==> src/rtl/mod_updown_counter.sv <==
// mod_updown_counter: synchronous up/down counter with programmable modulus,
// parallel load, synchronous clear, wrap-or-saturate boundary handling, and
// terminal-count, wrap-pulse and sticky-overflow status.
module mod_updown_counter #(
    parameter int WIDTH       = 4,
    parameter int MAX_COUNT   = 15,
    parameter int RESET_VALUE = 0,
    parameter int SATURATE    = 0
) (
    input  logic             clk,
    input  logic             rst,
    input  logic             en,
    input  logic             up_dn,
    input  logic             load,
    input  logic [WIDTH-1:0] load_val,
    input  logic             clear,
    input  logic             clr_ovf,
    output logic [WIDTH-1:0] count,
    output logic             tc,
    output logic             wrap,
    output logic             ovf
);

    // Reject parameter combinations that would let count leave 0..MAX_COUNT.
    if (WIDTH < 1) begin : g_bad_width
        $error("mod_updown_counter: WIDTH must be >= 1");
    end
    if (MAX_COUNT < 1 || longint'(MAX_COUNT) > ((64'd1 << WIDTH) - 64'd1)) begin : g_bad_max
        $error("mod_updown_counter: MAX_COUNT must be in 1..2^WIDTH-1");
    end
    if (RESET_VALUE < 0 || RESET_VALUE > MAX_COUNT) begin : g_bad_rst
        $error("mod_updown_counter: RESET_VALUE must be in 0..MAX_COUNT");
    end

    localparam logic [WIDTH-1:0] C_MAX = MAX_COUNT[WIDTH-1:0];
    localparam logic [WIDTH-1:0] C_RST = RESET_VALUE[WIDTH-1:0];
    localparam logic             C_SAT = (SATURATE != 0);

    logic [WIDTH-1:0] r_count;
    logic             r_wrap;
    logic             r_ovf;

    logic [WIDTH-1:0] w_next;
    logic             w_bnd;
    logic             w_at_top;
    logic             w_at_bot;

    // Out-of-range load values are pinned to the top of the count range.
    function automatic logic [WIDTH-1:0] f_clamp(input logic [WIDTH-1:0] v);
        return (v > C_MAX) ? C_MAX : v;
    endfunction

    assign w_at_top = (r_count == C_MAX);
    assign w_at_bot = (r_count == '0);

    // Next count and boundary detection; clear beats load beats counting.
    always_comb begin
        w_next = r_count;
        w_bnd  = 1'b0;
        if (clear) begin
            w_next = C_RST;
        end else if (load) begin
            w_next = f_clamp(load_val);
        end else if (en) begin
            if (up_dn) begin
                if (w_at_top) begin
                    w_bnd  = 1'b1;
                    w_next = C_SAT ? r_count : '0;
                end else begin
                    w_next = r_count + WIDTH'(1);
                end
            end else begin
                if (w_at_bot) begin
                    w_bnd  = 1'b1;
                    w_next = C_SAT ? r_count : C_MAX;
                end else begin
                    w_next = r_count - WIDTH'(1);
                end
            end
        end
    end

    // State update; a boundary event sets ovf even when clr_ovf is asserted.
    always_ff @(posedge clk) begin
        if (rst) begin
            r_count <= C_RST;
            r_wrap  <= 1'b0;
            r_ovf   <= 1'b0;
        end else begin
            r_count <= w_next;
            r_wrap  <= w_bnd;
            r_ovf   <= w_bnd | (r_ovf & ~clr_ovf);
        end
    end

    assign count = r_count;
    assign wrap  = r_wrap;
    assign ovf   = r_ovf;
    // Terminal count looks ahead one edge so it can enable a cascaded stage.
    assign tc    = en & (up_dn ? w_at_top : w_at_bot);

endmodule

==> config.mk <==
export PLATFORM = sky130hd
export DESIGN_NAME = mod_updown_counter
export DESIGN_NICKNAME = d
export VERILOG_FILES = /design/src/rtl/mod_updown_counter.sv
export SDC_FILE = /design/constraint.sdc
export NUM_CORES = 1
export LEC_CHECK = 0
export CORE_AREA = 4 4 41 43
export CTS_CLUSTER_SIZE = 8
export DETAILED_ROUTE_END_ITERATION = 6
export DIE_AREA = 0 0 45 47
export PLACE_DENSITY = 0.7
export SYNTH_ARGS = -nofsm -noshare
export SYNTH_HDL_FRONTEND = slang
export SYNTH_SLANG_ARGS = --single-unit
==> constraint.sdc <==
create_clock -name clk -period 2.41 [get_ports clk]
set_input_delay 0.3615 -clock clk [delete_from_list [all_inputs] [get_ports clk]]
set_output_delay 0.3615 -clock clk [all_outputs]
set_load 0.005 [all_outputs]
==> metrics.json, run 1 <==
{
  "grt_first_pass_wirelength_mm": 1.676,
  "worstHoldStart": "ovf",
  "synth_most_common_cell": "dfxtp_1",
  "unrepaired_setup_endpoints_after_global_routing": "false",
  "relSlewSlack_pct": 81.23,
  "ant_nets": 0,
  "synth_mux_area_share_pct": 5.397,
  "avgRoutedWirePerCell_um": 12.78,
  "ys_ff_latch": 6,
  "clock_latency_of_the_later_clocked_register_in_the_worst_skew_pair_ns": 0.25,
  "post_synth_and_or_nand_nor_area_fraction_pct": 22.54,
  "cts-buffers-inserted": 3,
  "ys_types": 26,
  "firstDrtPassIters": 2,
  "cts_hold_repair.buffers": 0,
  "grt.overflow.total": 0,
  "area_growth_syn_to_layout_pct": 57.46,
  "synthCells": 46,
  "tot_gr_track_use_pct": 11.56,
  "critical_path.cell_chain": "inv_2 -> ha_1 -> nor4b_1 -> o21ai_1 -> inv_1 -> clkdlybuf4s50_1",
  "fin_crit_ns": 2.215,
  "clock_tree.root_cell": "clkbuf_4",
  "worstReg2RegStart": "count[0]",
  "worstMarginPinSlew_ns": 0.2811,
  "required_ns": 2.05,
  "fp-row-count": 13,
  "initial_core_util_pct": 30.29,
  "cts_setup_buffers": 0,
  "drt_drc_violations_left": 0,
  "max-cap-violations": 0,
  "route.final.wire_length_mm": 1.061,
  "first_global_vias": 379,
  "clkSinkCount": 6,
  "antenna_found_initial": 0,
  "fin_setup_tns_ns": 0,
  "setup-violations-final": 0,
  "holdCritPathClass": "reg -> reg",
  "synth_top_area_share_pct": 30.48,
  "final_core_util_pct": 47.69,
  "worst_setup_hold_path_clk_slew_ns": 0.05,
  "ir_drop_mv": 0.2457,
  "hold-path-cell-count": 2,
  "dieArea_sq_um": 2115,
  "critical_path.max_stage_delay_ns": 0.47,
  "regToRegSetupSlack_ns": 0.77,
  "cp_data_arrival_time_ns": 1.85,
  "drt_first_iter_violations": 7,
  "synthXorXnorAreaFrac_pct": 6.667,
  "critPathCaptureType": "output pin",
  "layout-drive-gt1-share_pct": 11.76,
  "finish.net_count": 83,
  "placedCellCount": 80,
  "core-area_sq_um": 1301,
  "cp_slowest_cell": "dfxtp_1",
  "number_of_port_buffers": 17,
  "final_cells": 83,
  "tritoncts": "built",
  "largest_net_degree_at_the_start_of_global_routing": 9,
  "synth_area_leaders": "dfxtp_1 (30%), xnor2_1 (6.7%), ha_1 (6.3%)",
  "share_of_synthesized_flip_flops_with_an_asynchronous_set_or_reset_pct": 0,
  "yosys.area_share.adder_pct": 6.349,
  "sequential_area_share_after_synthesis_pct": 30.48,
  "cts_repair_resize_count": 0,
  "place_congestion": 0.8357,
  "crit-reg2reg-capture": "count[2]",
  "dpl.hpwl_um": 819.2,
  "antenna_cells": 0,
  "finClkSkew_ns": 0.002254,
  "r2r_depth": 6,
  "timing.final.crit_share_pct": 91.93,
  "crit_path_start_kind": "flop",
  "worst_hold_path.endpoint": "ovf",
  "post_drt_via_cell_ratio": 4.976,
  "fmax_mhz": 451.4,
  "cellPowerDensity_nw_per_um2": 442.0,
  "path_class": "reg -> out",
  "synth_top_family_by_area": "compound AO/OA/AOI/OAI gates",
  "synth_compound_area_share_pct": 23.81,
  "synthesis.nets": 59,
  "cts.htree.levels": 1,
  "synth.cell_area_sq_um": 394.1,
  "count_of_flip_flops_with_a_built_in_enable_after_synthesis": 0,
  "finalMaxSlewViolations": 0,
  "fp.dieW_um": 45,
  "post_synth_most_frequent_cells": "dfxtp_1 (6), a21oi_1 (4), inv_1 (4), nor2_1 (3), xnor2_1 (3)",
  "holdWs_ns": 0.4809,
  "ys.flop_type": "dfxtp_1",
  "chipHeight_um": 47,
  "leakage_nw": 0.2410,
  "synthesis.area_per_instance_sq_um": 8.568,
  "ios": 18,
  "num-fill-cells": 136,
  "vias": 413,
  "synthesis.yosys.warnings": 0,
  "synth.largest_area_cell": "dfxtp_1",
  "run_status": "finished clean",
  "hold_viol_final": 0,
  "path_max_fanout": 7,
  "clock_path_buffers": 2
}
-- logic make-up after synthesis --
kind of cell / count (synthesis)
buf+inv: 5
fa+ha+maj: 2
flops: 6
xor+xnor: 3
simple gates: 15
compound gates: 13
mux: 2
-- worst max-delay path, delay by kind of cell, from the launching register on --
kind                       cells  cell delay, ns
DFF                            1            0.47
buffers and inverters          3            0.56
adders and majority gates      1            0.22
and+or+nand+nor                1            0.15
AOI/OAI and AO/OA              1            0.20
-- cell type report --
class	instances	area (sq um)	share of cell area, %
multi-input combinational	35	255.2	41.13
timing repair buffer	19	185.2	29.84
sequential	6	120.1	19.35
clock buffer	3	22.52	3.629
inverter	5	18.77	3.024
tap	15	18.77	3.024
-- layout by cell type, fill, tap and decap left out, drive strengths merged, types with 2 or more instances in the layout --
master and n:
nor2 3, clkbuf 3, ha 2, or3 2, buf 2, a21oi 5
nand2 2, xnor2 3, nor4b 2, o21ai 3, inv 5, clkdlybuf4s50 17
dfxtp 6
-- power breakdown --
group | switching (mW) | internal, mW | total (mW) | leakage (nW)
logic | 0.0254 | 0.0409 | 0.0663 | 0.178
registers | 0.00638 | 0.103 | 0.110 | 0.0490
clock network | 0.0415 | 0.0567 | 0.0982 | 0.0138
total | 0.0733 | 0.201 | 0.274 | 0.241
-- metal layers --
metal,vias to the layer above,track usage [%],wire (um)
li1,214,-,-
met2,12,14.41,448
met1,185,16.02,522
met3,2,6.130,70
met4,0,5.263,19
met5,-,0,0
-- sequential cells by signal, summed over array words and instances (netlist names) --
register and cells:
count 4, ovf 1, wrap 1
-- stage by stage --
stage               cell area [sq um]  power [mW]  setup slack (ns)
detailed placement              598.1      0.1777            0.3176
global placement                598.1      0.1775            0.3201
finish                          620.6      0.2743            0.1946
CTS                             620.6      0.2773            0.1863
floorplan                       394.1      0.1382            0.8868
global route                    620.6      0.2891          0.006181
-- how the worst max path moves through the flow --
stage	startpoint	endpoint	slack, ns	cells past startpoint
after floorplan	count[0]	count[2]	0.89	6
after global placement	up_dn	tc	0.32	5
after detailed placement	up_dn	tc	0.32	5
after CTS	count[0]	tc	0.19	6
after global routing	count[0]	tc	0.006	6
final	count[0]	tc	0.19	6
Power figures use the tool's default switching activity.
==> run 2: changes to the inputs <==
==> constraint.sdc (replaced) <==
create_clock -name clk -period 2.5 [get_ports clk]
set_input_delay 0.375 -clock clk [delete_from_list [all_inputs] [get_ports clk]]
set_output_delay 0.375 -clock clk [all_outputs]
set_load 0.005 [all_outputs]
==> metrics.json, run 2 (synthesis results as in run 1) <==
{
  "clock_tree.root_cell": "clkbuf_4",
  "cp_data_arrival_time_ns": 1.84,
  "max-cap-violations": 0,
  "tritoncts": "built",
  "fp-row-count": 13,
  "core-area_sq_um": 1301,
  "finish.net_count": 81,
  "relSlewSlack_pct": 81.20,
  "worstMarginPinSlew_ns": 0.2816,
  "chipHeight_um": 47,
  "most_frequent_cells_in_the_layout": "clkdlybuf4s50_1 (17), dfxtp_1 (6), inv_1 (4), a21oi_1 (4)",
  "area_growth_syn_to_layout_pct": 53.65,
  "drt_first_iter_violations": 4,
  "clkSinkCount": 6,
  "critPathCaptureType": "output pin",
  "holdCritPathClass": "reg -> reg",
  "first_global_vias": 348,
  "grt.overflow.total": 0,
  "largest_net_degree_at_the_start_of_global_routing": 9,
  "layout_commonest_cell": "clkdlybuf4s50_1",
  "ir_drop_mv": 0.2261,
  "sum_of_internal_switching_and_leakage_power_mw": 0.2572,
  "dpl.hpwl_um": 790.4,
  "fin_crit_ns": 2.218,
  "run_status": "finished clean",
  "r2r_depth": 6,
  "post_drt_via_cell_ratio": 5.099,
  "initial_core_util_pct": 30.29,
  "clock_latency_of_the_later_clocked_register_in_the_worst_skew_pair_ns": 0.24,
  "cts_hold_repair.buffers": 0,
  "cellPowerDensity_nw_per_um2": 424.7,
  "finalMaxSlewViolations": 0,
  "setup-violations-final": 0,
  "route.final.wire_length_um": 988,
  "finClkSkew_ns": 0.001875,
  "dieArea_sq_um": 2115,
  "avgRoutedWirePerCell_um": 12.20,
  "number_of_port_buffers": 17,
  "grt_first_pass_wirelength_mm": 1.538,
  "cts-buffers-inserted": 3,
  "tot_gr_track_use_pct": 10.59,
  "holdWs_ns": 0.4748,
  "unrepaired_setup_endpoints_after_global_routing": "false",
  "fin_setup_tns_ns": 0,
  "fmax_mhz": 450.9,
  "leakage_nw": 0.2314,
  "clock_path_buffers": 2,
  "worst_setup_hold_path_clk_slew_ns": 0.04,
  "hold_viol_final": 0,
  "hold-path-cell-count": 2,
  "num-fill-cells": 128,
  "number_of_flip_flops_in_the_largest_register": 4,
  "drt_drc_violations_left": 0,
  "ant_nets": 0,
  "final_core_util_pct": 46.54,
  "path_max_fanout": 6,
  "cts_setup_buffers": 0,
  "cts_repair_resize_count": 0,
  "firstDrtPassIters": 2,
  "ios": 18,
  "cts.htree.levels": 1,
  "vias": 413,
  "antenna_found_initial": 0,
  "crit_path_start_kind": "input pin",
  "path_class": "in -> out",
  "place_congestion": 0.8350,
  "layout-drive-gt1-share_pct": 9.091,
  "required_ns": 2.12,
  "antenna_cells": 0,
  "regToRegSetupSlack_ns": 0.85,
  "timing.final.crit_share_pct": 88.71,
  "fp.dieW_um": 45
}
[run 2: per-layer routing]
| metal | part of all wire, % | track usage (%) | vias up |
|---|---|---|---|
| met5 | 0 | 0 | - |
| met4 | 1.8 | 5.263 | 0 |
| met3 | 6.8 | 6.130 | 2 |
| met2 | 44 | 13.84 | 13 |
| met1 | 48 | 13.67 | 186 |
| li1 | - | - | 212 |
[run 2: path summary, 6_finish.rpt]
| path | startpoint | to |
|---|---|---|
| max | up_dn | tc |
| min | ovf | ovf |
| max reg2reg | count[0] | count[2] |
| min reg2reg | ovf | ovf |
[run 2: stage by stage]
step | area (sq um) | setup slack, ns | std cells
after floorplan | 394.1 | 0.9768 | 46
after global placement | 583.1 | 0.2813 | 78
after detailed placement | 583.1 | 0.2613 | 78
after CTS | 605.6 | 0.2697 | 81
after global routing | 605.6 | 0.1332 | 81
final | 605.6 | 0.2823 | 81
[run 2: power breakdown]
| group | internal [mW] | total [mW] | switching, mW |
|---|---|---|---|
| Clock | 0.0544 | 0.0902 | 0.0358 |
| Combinational | 0.0374 | 0.0613 | 0.0239 |
| Sequential | 0.0998 | 0.106 | 0.00596 |
| Total | 0.192 | 0.257 | 0.0656 |
[run 2: final cells by class]
| class | count | area [sq um] | area share [%] |
|---|---|---|---|
| Multi-Input combinational cell | 35 | 255.2 | 42.15 |
| Inverter | 5 | 18.77 | 3.099 |
| Tap cell | 15 | 18.77 | 3.099 |
| Timing Repair Buffer | 17 | 170.2 | 28.10 |
| Clock buffer | 3 | 22.52 | 3.719 |
| Sequential cell | 6 | 120.1 | 19.83 |
[run 2: worst max-delay path, cell delays in order]
cell and delay, ns:
clkdlybuf4s50_1 0.50, nor4b_1 0.28, o21ai_1 0.12, inv_1 0.07, clkdlybuf4s50_1 0.49
==> run 3: changes to the inputs <==
--- a/config.mk
+++ b/config.mk
@@ -9,6 +9,7 @@
 export CTS_CLUSTER_SIZE = 8
 export DETAILED_ROUTE_END_ITERATION = 6
 export DIE_AREA = 0 0 45 47
+export GPL_ROUTABILITY_DRIVEN = 0
 export PLACE_DENSITY = 0.7
 export SYNTH_ARGS = -nofsm -noshare
 export SYNTH_HDL_FRONTEND = slang
==> results of run 3 <==
No change in the layout: final DEF, timing and power equal those of run 2.
